File: src/rtl/mmcm_reset_sequencer.sv
// ---------------------------------------------------------------------------
// mmcm_reset_sequencer
//
// Purpose:
//   Sequences the reset of an MMCM running from the same reference clock.
//   The MMCM is held in reset for a fixed number of cycles and then released.
//   Lock is declared stable only after LOCKED has been high for a run of
//   consecutive samples. If lock does not arrive within the timeout window,
//   the MMCM is reset again. After too many consecutive timeouts, the block
//   parks in a fault state until the next external reset. A lock loss while
//   running restarts the reset sequence and is counted.
//
// Ports:
//   CLK          in   free-running reference clock; all logic runs on it
//   ASYNC_RESET  in   asynchronous active-high reset
//   LOCKED_IN    in   MMCM LOCKED, asynchronous to CLK
//   MMCM_RST     out  MMCM reset, registered
//   LOCK_STABLE  out  filtered lock status, registered
//   FAULT        out  retry budget exhausted, registered
//   RETRY_COUNT  out  consecutive timeouts since last entry to RUN (sat. 255)
//   LOSS_COUNT   out  lock losses seen in RUN since reset (sat. 255)
// ---------------------------------------------------------------------------
module mmcm_reset_sequencer #(
    parameter int RST_HOLD_CYCLES     = 16,
    parameter int LOCK_FILTER_CYCLES  = 256,
    parameter int LOCK_TIMEOUT_CYCLES = 125000,
    parameter int MAX_RETRIES         = 7
) (
    input  logic       CLK,
    input  logic       ASYNC_RESET,
    input  logic       LOCKED_IN,
    output logic       MMCM_RST,
    output logic       LOCK_STABLE,
    output logic       FAULT,
    output logic [7:0] RETRY_COUNT,
    output logic [7:0] LOSS_COUNT
);

    // Each counter only has to hold values up to limit-1, because the
    // transition is taken on the cycle the counter sits at limit-1.
    // A limit of 1 would give a zero-width counter, so the width is
    // floored at one bit.
    localparam int HOLD_W = (RST_HOLD_CYCLES     > 1) ? $clog2(RST_HOLD_CYCLES)     : 1;
    localparam int FILT_W = (LOCK_FILTER_CYCLES  > 1) ? $clog2(LOCK_FILTER_CYCLES)  : 1;
    localparam int TMO_W  = (LOCK_TIMEOUT_CYCLES > 1) ? $clog2(LOCK_TIMEOUT_CYCLES) : 1;

    localparam logic [HOLD_W-1:0] HOLD_LAST = HOLD_W'(RST_HOLD_CYCLES - 1);
    localparam logic [FILT_W-1:0] FILT_LAST = FILT_W'(LOCK_FILTER_CYCLES - 1);
    localparam logic [TMO_W-1:0]  TMO_LAST  = TMO_W'(LOCK_TIMEOUT_CYCLES - 1);

    typedef enum logic [1:0] {
        ST_HOLD      = 2'd0,
        ST_WAIT_LOCK = 2'd1,
        ST_RUN       = 2'd2,
        ST_FAULT     = 2'd3
    } state_t;

    state_t             state, state_next;
    logic [HOLD_W-1:0]  hold_cnt, hold_cnt_next;
    logic [FILT_W-1:0]  filt_cnt, filt_cnt_next;
    logic [TMO_W-1:0]   tmo_cnt, tmo_cnt_next;
    logic [7:0]         retry_next, loss_next, retry_inc;
    logic               lock_meta, lock_sync;

    // Two-flop synchronizer for the asynchronous LOCKED input. Nothing
    // else in the block looks at LOCKED_IN directly.
    always_ff @(posedge CLK or posedge ASYNC_RESET) begin
        if (ASYNC_RESET) begin
            lock_meta <= 1'b0;
            lock_sync <= 1'b0;
        end else begin
            lock_meta <= LOCKED_IN;
            lock_sync <= lock_meta;
        end
    end

    // State, counters and outputs. The outputs are decoded from the next
    // state, so they change on the same edge as the state itself.
    always_ff @(posedge CLK or posedge ASYNC_RESET) begin
        if (ASYNC_RESET) begin
            state       <= ST_HOLD;
            hold_cnt    <= '0;
            filt_cnt    <= '0;
            tmo_cnt     <= '0;
            RETRY_COUNT <= 8'd0;
            LOSS_COUNT  <= 8'd0;
            MMCM_RST    <= 1'b1;
            LOCK_STABLE <= 1'b0;
            FAULT       <= 1'b0;
        end else begin
            state       <= state_next;
            hold_cnt    <= hold_cnt_next;
            filt_cnt    <= filt_cnt_next;
            tmo_cnt     <= tmo_cnt_next;
            RETRY_COUNT <= retry_next;
            LOSS_COUNT  <= loss_next;
            MMCM_RST    <= (state_next == ST_HOLD) || (state_next == ST_FAULT);
            LOCK_STABLE <= (state_next == ST_RUN);
            FAULT       <= (state_next == ST_FAULT);
        end
    end

    // Next-state logic. Counters default to zero, so any state change
    // clears them. They only advance while the state stays put.
    always_comb begin
        state_next    = state;
        hold_cnt_next = '0;
        filt_cnt_next = '0;
        tmo_cnt_next  = '0;
        retry_next    = RETRY_COUNT;
        loss_next     = LOSS_COUNT;
        retry_inc     = (RETRY_COUNT == 8'hFF) ? 8'hFF : RETRY_COUNT + 8'd1;

        case (state)
            ST_HOLD: begin
                if (hold_cnt == HOLD_LAST) begin
                    state_next = ST_WAIT_LOCK;
                end else begin
                    hold_cnt_next = hold_cnt + HOLD_W'(1);
                end
            end

            ST_WAIT_LOCK: begin
                // The filter is checked first, so a lock that completes
                // on the last timeout cycle still counts as a lock.
                if (lock_sync && (filt_cnt == FILT_LAST)) begin
                    state_next = ST_RUN;
                    retry_next = 8'd0;
                end else if (tmo_cnt == TMO_LAST) begin
                    retry_next = retry_inc;
                    if (int'(retry_inc) > MAX_RETRIES) begin
                        state_next = ST_FAULT;
                    end else begin
                        state_next = ST_HOLD;
                    end
                end else begin
                    filt_cnt_next = lock_sync ? (filt_cnt + FILT_W'(1)) : '0;
                    tmo_cnt_next  = tmo_cnt + TMO_W'(1);
                end
            end

            ST_RUN: begin
                if (!lock_sync) begin
                    state_next = ST_HOLD;
                    loss_next  = (LOSS_COUNT == 8'hFF) ? 8'hFF : LOSS_COUNT + 8'd1;
                end
            end

            ST_FAULT: begin
                state_next = ST_FAULT;
            end

            default: begin
                state_next = ST_HOLD;
            end
        endcase
    end

endmodule
File: config.mk
export PLATFORM = sky130hd
export DESIGN_NAME = mmcm_reset_sequencer
export DESIGN_NICKNAME = d
export VERILOG_FILES = /design/src/rtl/mmcm_reset_sequencer.sv
export SDC_FILE = /design/constraint.sdc
export NUM_CORES = 1
export LEC_CHECK = 0
export ABC_AREA = 1
export CORE_AREA = 2 2 75 77
export CTS_CLUSTER_SIZE = 20
export DETAILED_ROUTE_END_ITERATION = 12
export DIE_AREA = 0 0 77 79
export PLACE_DENSITY_LB_ADDON = 0.1
export SLEW_MARGIN = 20
export SYNTH_ARGS = -nofsm -noshare
export SYNTH_HDL_FRONTEND = slang
export SYNTH_SLANG_ARGS = --single-unit
File: constraint.sdc
create_clock -name CLK -period 2.5 [get_ports CLK]
set_input_delay 0.375 -clock CLK [delete_from_list [all_inputs] [get_ports CLK]]
set_output_delay 0.375 -clock CLK [all_outputs]
set_load 0.01 [all_outputs]
* Word level (Yosys, flattened, before mapping)
Index checks and enable logic that the tools add are counted.
Operators by class: equality and inequality tests 10, bitwise operators 1, add/sub/neg operators 5, reductions and logical operators 7, $lt $le $gt $ge 1, multiplexer cells 19
Operators by type and width (count):
- 8-bit 2-to-1 mux | 8
- 17-bit 2-to-1 mux | 3
- 8-bit by 1-bit adder with 8-bit output (second input constant) | 3
- 8-bit == test (second input constant) | 3
- 17-bit by 1-bit adder with 17-bit output (second input constant) | 1
- 17-bit == test (second input constant) | 1
- 2-bit 2-to-1 mux | 5
- 2-bit == test (second input constant) | 4
- 8-bit by 3-bit > comparator with 1-bit output (second input constant) | 1
- 4-bit 2-to-1 mux | 2
- 2-bit one-hot mux with 4 select lines | 1
- 4-bit by 1-bit adder with 4-bit output (second input constant) | 1
- 4-bit == test (second input constant) | 1
- 2-bit logical NOT | 2
- 2-bit AND reduction | 2
- 2-bit by 1-bit == test with 1-bit output (second input constant) | 1
- 2-bit nonzero test | 1
- 1-bit logical AND | 1
- 1-bit logical OR | 1
- 1-bit NOT | 1
Storage, ports and cells: logic and storage cells 54, register bits after elaboration 52, input port bits 3, output and inout bits 19

* Depth between registers and ports, before layout
Gate-level depths: netlist of run 1.
depth after elaboration 9, mapped depth 10, mapped depth without buffers 10

* Least setup slack after synthesis of run 1
Ideal clock, no wire load.
kind flip-flop to flip-flop, start register RETRY_COUNT[1], end register MMCM_RST, cell stages (with the launch flop) 11, period minus slack after synthesis 1.738 ns, data arrival time 1.654 ns, data required time 2.417 ns, setup slack 0.762 ns, cells stage by stage dfrtp_1 ha_1 nand2_1 nor2_1 nand2_1 nand2_1 nor2_1 nand3_1 nand2_1 a21oi_1 ha_1
On the way: cells in the longest elaborated chain, start to end 9, elaborated cells on any way between the ends 11
RTL lines:
- from (decl) | line 35 | output logic [7:0] RETRY_COUNT,
- from (signal assigned) | line 95 | RETRY_COUNT <= retry_next;
- 8-bit by 1-bit adder with 8-bit output or 8-bit == test (tied branches) | line 112 | retry_inc = (RETRY_COUNT == 8'hFF) ? 8'hFF : RETRY_COUNT + 8'd1;
- 8-bit 2-to-1 mux (*) | line 112
- 8-bit by 3-bit > comparator with 1-bit output (*) | line 131 | if (int'(retry_inc) > MAX_RETRIES) begin
- 2-bit 2-to-1 mux (*) | line 131
- 2-bit 2-to-1 mux (*) | line 129 | end else if (tmo_cnt == TMO_LAST) begin
- 2-bit 2-to-1 mux (*) | line 126 | if (lock_sync && (filt_cnt == FILT_LAST)) begin
- 2-bit one-hot mux with 4 select lines (*) | line 114 | case (state)
- 2-bit == test or 2-bit logical NOT (tied branches) | line 97 | MMCM_RST <= (state_next == ST_HOLD) || (state_next == ST_FAULT);
- 1-bit logical OR (*) | line 97
- to (signal assigned) | line 97
- to (decl) | line 32 | output logic MMCM_RST,
Every way passes the cells marked *; elsewhere a longest branch is shown, timed or not. A chain may end at the register's enable or synchronous reset.

* Final worst setup path of run 1
Ends and elaborated chain as after synthesis.

==> reports/metrics.cfg, run 1 <==
[status]
status = completed

[synth]
yosysTopAreaCell = dfrtp_1
synthCells = 337
synth-seq-cells = 52
synth_top_area_share_pct = 45.93
synth-edff-count = 0
synth.avg_cell_area_um2 = 8.246
syn_nets = 347
synth-seq-area-share_pct = 46.87
synth_warnings = 0
synth.distinct_cells = 30
yosys-top-cells-area = dfrtp_1 46%, nand2_1 9.5%, nor2_1 7.2%
async_flop_share_pct = 100.0
ys.flop_type = dfrtp_1
synth_area_um2 = 2779

[setup_path]
slowest_stage = dfrtp_1
r2r-end = MMCM_RST
cp-end-kind = flip-flop
rr_startpoint = RETRY_COUNT[1]
cp-start-kind = flip-flop
worst-path-max-fanout = 6
slowest_delay_ns = 0.45
ff2ff_setup_slack_ns = 0.61
criticalPathCategory = flip-flop to flip-flop
path_delay_family = simple AND/OR/NAND/NOR gates
worst-r2r-cell-count = 8
crit_buf_inv = 0
cp.required_ns = 2.75
crit_chain = ha_1, nand2_1, nor2_1, nand2_1, o21ai_1, nand4_1, a21oi_1, ha_1
worstPathArrival_ns = 2.14

[clock_tree]
cts_hold_buf = 0
clk_pin_slew_ns = 0.10
clockBufferDepth = 2
root_buffer = clkbuf_8
cts.sinks = 52
post_cts_buffers = 0
clk_latency_ns = 0.31
cts.htree.levels = 2
cts_tree = done
cts_resized = 0
cts_made_buffers = 5

[timing]
rsz0062_at_grt = no
setup_viol = 0
clock_skew_ns = 0.01248
post-route-min-period_ns = 1.893
max_freq_mhz = 528.3
slew_headroom_pct = 73.08
tightest_slew_ns = 0.4032
drv_slew = 0
hold_ws_ns = 0.3534
period_share_pct = 75.71
hold_violations = 0
tns_ns = 0

[detailed_routing]
antenna_left = 0
drtPass1Iterations = 4
wirelength_um = 4770
avgViaCountPerCell = 4.833
vias = 2112
wl_per_cell_um = 10.92
drcViolationCount = 0
drtIter0Drc = 111

[finish]
nets = 374
fillers = 517
postLayoutCellArea_um2 = 3162
layout_commonest_cell = nand2_1
antenna_cells = 0
layout-drive-gt1-share_pct = 9.863
final_cell_mix = 70 x nand2_1, 53 x nor2_1, 51 x dfrtp_1, 47 x inv_1, 22 x nand3_1
area_delta_synth_final_pct = 13.78
multi_input_area_um2 = 1262
regArea_um2 = 1303

[floorplan]
die_h_um = 79
core_area_um2 = 5338
pin_count = 22
die-width_um = 77
initial_core_util_pct = 52.06
rows = 27
die_area_um2 = 6083

[pwr]
pwr_density_cell_nw_per_um2 = 440.1
p_leak_nw = 1.516
peakVddDrop_uv = 255.5
power_mw = 1.391

[worst_hold_path]
min_to = lock_sync
min_path_cells = 0
holdCritPathClass = flip-flop to flip-flop
hp-start = lock_meta

[placed_design]
routabilityCongestion = 0.8424
io_buffers = 21
place_hpwl_um = 3528
post_dp_cell_area_um2 = 3064

[global_routing]
grt-ovfl-total = 0
grt_max_degree = 20
grt_pass1_vias = 2019
grt.total_usage_pct = 17.63
antenna_found_initial = 0
grt_pass1_wl_um = 8631

[job]
maxCapViolations = 0

## synth_stat cells (2+ instances only)
cell / count
nand2_1: 70
nor2_1: 53
dfrtp_1: 51
inv_1: 48
nand3_1: 22
xor2_1: 15
o21ai_0: 12
nand4_1: 9
o21ai_2: 8
ha_1: 7
a21oi_1: 6
nor3_1: 6
nand2_2: 4
nand3_2: 3
nor3b_1: 3
buf_6: 2
nor2_4: 2
nor3_4: 2
o21ai_1: 2
xnor2_1: 2
## worst max path at each step
stage	slack, ns	cells after the start	endpoint	startpoint
final	0.61	8	MMCM_RST	RETRY_COUNT[1]
after global routing	0.38	9	MMCM_RST	RETRY_COUNT[1]
after CTS	0.58	8	filt_cnt[4]	filt_cnt[0]
after detailed placement	0.61	8	filt_cnt[4]	filt_cnt[0]
after global placement	0.63	8	MMCM_RST	RETRY_COUNT[1]
after floorplan	0.76	10	MMCM_RST	RETRY_COUNT[1]
## cell type report
type                       count  share of cell area (%)
sequential                    52                   41.20
timing repair buffer          23                   7.123
tap                           72                   2.849
inverter                      49                   5.817
clock inverter                 2                  0.4749
clock buffer                   6                   2.612
multi-input combinational    233                   39.93
## state kept, by name, indices dropped and copies added, names as in the netlist
name	cells
lock_meta	1
FAULT	1
LOSS_COUNT	8
state	2
tmo_cnt	17
hold_cnt	4
RETRY_COUNT	8
filt_cnt	8
lock_sync	1
LOCK_STABLE	1
MMCM_RST	1
## layer usage
metal	part of all wire [%]	vias up	GRT usage [%]
met2	44	22	28.33
met1	51	963	24.03
met5	0	-	0
li1	-	1121	-
met3	3.0	6	3.409
met4	1.5	0	6.250
## worst register-to-register path: stages, from the launching register on
cell,delay [ns]
dfrtp_1,0.45
ha_1,0.22
nand2_1,0.08
nor2_1,0.16
nand2_1,0.09
o21ai_1,0.24
nand4_1,0.18
a21oi_1,0.17
ha_1,0.24
## cell families after synthesis
group | synth area share (%)
AND/OR/NAND/NOR | 30.30
AO/OA/AOI/OAI | 6.619
adder cells (fa/ha/maj) | 3.152
buffers and inverters | 7.699
XOR/XNOR | 5.358
flip-flops | 46.87
## through the flow
stage                     instances  setup WS [ns]  util, %
after global routing            437         0.3832    59.24
final                           437         0.6072    59.24
after floorplan                 337         0.7625        -
after detailed placement        429         0.6075    57.41
after global placement          429         0.6279    57.41
after CTS                       437         0.5838    59.24
## power breakdown
group / internal (mW) / total (mW) / leakage (nW) / switching (mW)
combinational: 0.00905 / 0.0308 / 0.771 / 0.0217
sequential: 0.846 / 0.851 / 0.701 / 0.00537
clock: 0.225 / 0.509 / 0.0434 / 0.285
total: 1.08 / 1.39 / 1.52 / 0.312
Power figures use the tool's default switching activity.
==> inputs of run 2 (changes only) <==
==> constraint.sdc (replaced) <==
create_clock -name CLK -period 2 [get_ports CLK]
set_input_delay 0.3 -clock CLK [delete_from_list [all_inputs] [get_ports CLK]]
set_output_delay 0.3 -clock CLK [all_outputs]
set_load 0.01 [all_outputs]
==> run 2 against run 1 <==
Compared with the run above:
- combinational power increased by 43%
- first-iteration DRC count decreased by 35%
- global-route usage increased by 0.50 points
- non-clock buffer count increased by 4
- sequential cell count unchanged
- via count increased by 1.9%
- total power increased by 31%
- critical path type unchanged
- highest routed layer unchanged
==> reports/metrics.cfg, run 2 (synthesis results as in run 1) <==
[status]
status = completed

[clock_tree]
clk_pin_slew_ns = 0.09  ; about the same
post_cts_buffers = 0  ; unchanged
cts.htree.levels = 2  ; unchanged
cts.sinks = 52  ; unchanged
clk_latency_ns = 0.30  ; about the same
cts_hold_buf = 0  ; unchanged
root_buffer = clkbuf_8
clockBufferDepth = 2  ; unchanged
cts_made_buffers = 5  ; unchanged
cts_tree = done

[timing]
setup_viol = 0  ; unchanged
period_share_pct = 91.79  ; +16 points
clock_skew_ns = 0.003909  ; -0.008571 ns
slew_headroom_pct = 71.14  ; -1.9 points
tns_ns = 0  ; unchanged
rsz0062_at_grt = no
hold_ws_ns = 0.3033  ; -0.05003 ns
max_freq_mhz = 544.7  ; +3.1%
hold_violations = 0  ; unchanged
post-route-min-period_ns = 1.836  ; -0.05708 ns
tightest_slew_ns = 0.4323  ; +0.02911 ns
drv_slew = 0  ; unchanged

[detailed_routing]
drtIter0Drc = 72  ; -35%
drtPass1Iterations = 4  ; unchanged
drcViolationCount = 0  ; unchanged
wirelength_um = 5018  ; +5.2%
wl_per_cell_um = 11.38  ; +4.2%
vias = 2153  ; +1.9%
antenna_left = 0  ; unchanged
avgViaCountPerCell = 4.882  ; +1.0%

[placed_design]
routabilityCongestion = 0.8290  ; -1.6%
place_hpwl_um = 3741  ; +6.0%
io_buffers = 21  ; unchanged

[global_routing]
grt_pass1_wl_um = 8845  ; +2.5%
busiest_layer = met2
grt_util_met3_pct = 3.068  ; -0.34 points
use_met1_pct = 24.85  ; +0.82 points
grt.met2_usage_pct = 29.65  ; +1.3 points
grt-ovfl-total = 0  ; unchanged
grt_pass1_vias = 1981  ; -1.9%
grt.total_usage_pct = 18.13  ; +0.50 points
grt_max_degree = 23  ; +15%
antenna_found_initial = 0  ; unchanged

[setup_path]
r2r-end = MMCM_RST
crit_chain = ha_1, nand3_2, nor3_4, nand4_4, nand2_1, inv_1, a21oi_1, ha_1
cp.required_ns = 2.23  ; -0.52 ns
cp-end-kind = flip-flop
criticalPathCategory = flip-flop to flip-flop
worst-r2r-cell-count = 8  ; unchanged
ff2ff_setup_slack_ns = 0.16  ; -0.44 ns
worst-path-max-fanout = 12  ; +6
slowest_stage = dfrtp_1
rr_startpoint = filt_cnt[0]
cp-startpoint = filt_cnt[0]
crit_path_frequent_cell = ha_1
slowest_delay_ns = 0.38  ; -0.07 ns
cp-start-kind = flip-flop
worstPathArrival_ns = 2.07  ; -0.07 ns

[finish]
top_register = tmo_cnt
nets = 378  ; +1.1%
largest_register_ffs = 17  ; unchanged
final_cell_mix = 70 x nand2_1, 53 x nor2_1, 51 x dfrtp_1, 47 x inv_1, 22 x nand3_1
layout_commonest_cell = nand2_1
antenna_cells = 0  ; unchanged
layout-drive-gt1-share_pct = 10.84  ; +0.98 points
area_delta_synth_final_pct = 15.80

[floorplan]
core_area_um2 = 5338  ; unchanged
rows = 27  ; unchanged
die-width_um = 77  ; unchanged
pin_count = 22  ; unchanged
die_area_um2 = 6083  ; unchanged
initial_core_util_pct = 52.06  ; unchanged
die_h_um = 79  ; unchanged

[pwr]
peakVddDrop_uv = 309.0  ; +21%
p_leak_nw = 1.554  ; +2.5%
pwr_density_cell_nw_per_um2 = 565.7  ; +29%

[job]
maxCapViolations = 0  ; unchanged

[worst_hold_path]
holdCritPathClass = primary input to asynchronous set/reset pin

-- run 2: critical path: cells and delay by family (launching register included) --
family | cells | cell delay, ns
AND/OR/NAND/NOR | 4 | 0.65
adder cells (fa/ha/maj) | 2 | 0.48
flip-flops | 1 | 0.38
buffers and inverters | 1 | 0.05
AO/OA/AOI/OAI | 1 | 0.20
-- run 2: metal layers --
metal	part of all wire (%)	up-vias
met2	46	22
li1	-	1119
met4	1.4	0
met3	2.7	6
met5	0	-
met1	50	1006
-- run 2: per-stage QoR --
stage / instances / instance area, um2 / power, mW / util, % / setup slack, ns
3_3_place_gp: 433 / 3107 / 1.130 / 58.20 / 0.2457
6_report: 441 / 3218 / 1.820 / 60.29 / 0.1643
5_1_grt: 441 / 3218 / 1.896 / 60.29 / 0.008401
2_1_floorplan: 337 / 2779 / 1.109 / - / 0.2625
3_5_place_dp: 433 / 3107 / 1.132 / 58.20 / 0.1584
4_1_cts: 441 / 3214 / 1.844 / 60.22 / 0.1603
-- run 2: how the worst max path moves through the flow --
| stage | end | cells past startpoint |
|---|---|---|
| 2_1_floorplan | MMCM_RST | 10 |
| 3_5_place_dp | MMCM_RST | 8 |
| 3_3_place_gp | MMCM_RST | 8 |
| 4_1_cts | MMCM_RST | 8 |
| 6_report | MMCM_RST | 8 |
| 5_1_grt | MMCM_RST | 8 |
-- run 2: report_power, final --
| group | total [mW] | leakage, nW | switching (mW) | internal, mW |
|---|---|---|---|---|
| clock | 0.712 | 0.0552 | 0.340 | 0.372 |
| combinational | 0.0440 | 0.797 | 0.0288 | 0.0152 |
| sequential | 1.06 | 0.701 | 0.00690 | 1.06 |
| total | 1.82 | 1.55 | 0.376 | 1.44 |
-- run 2: final cells by class --
type	instances	area (um2)
clock buffers	6	72.57
fillers	509	2120
multi-input cells	233	1266
inverters	49	183.9
well taps	72	90.09
clock inverters	2	35.03
flip-flops and latches	52	1303
repair buffers	27	267.8
-- run 2: what timing repair did --
action                     4_1_cts  5_1_grt
gates resized for setup          0        1
setup endpoints to repair        0        1
hold endpoints to repair         0        0
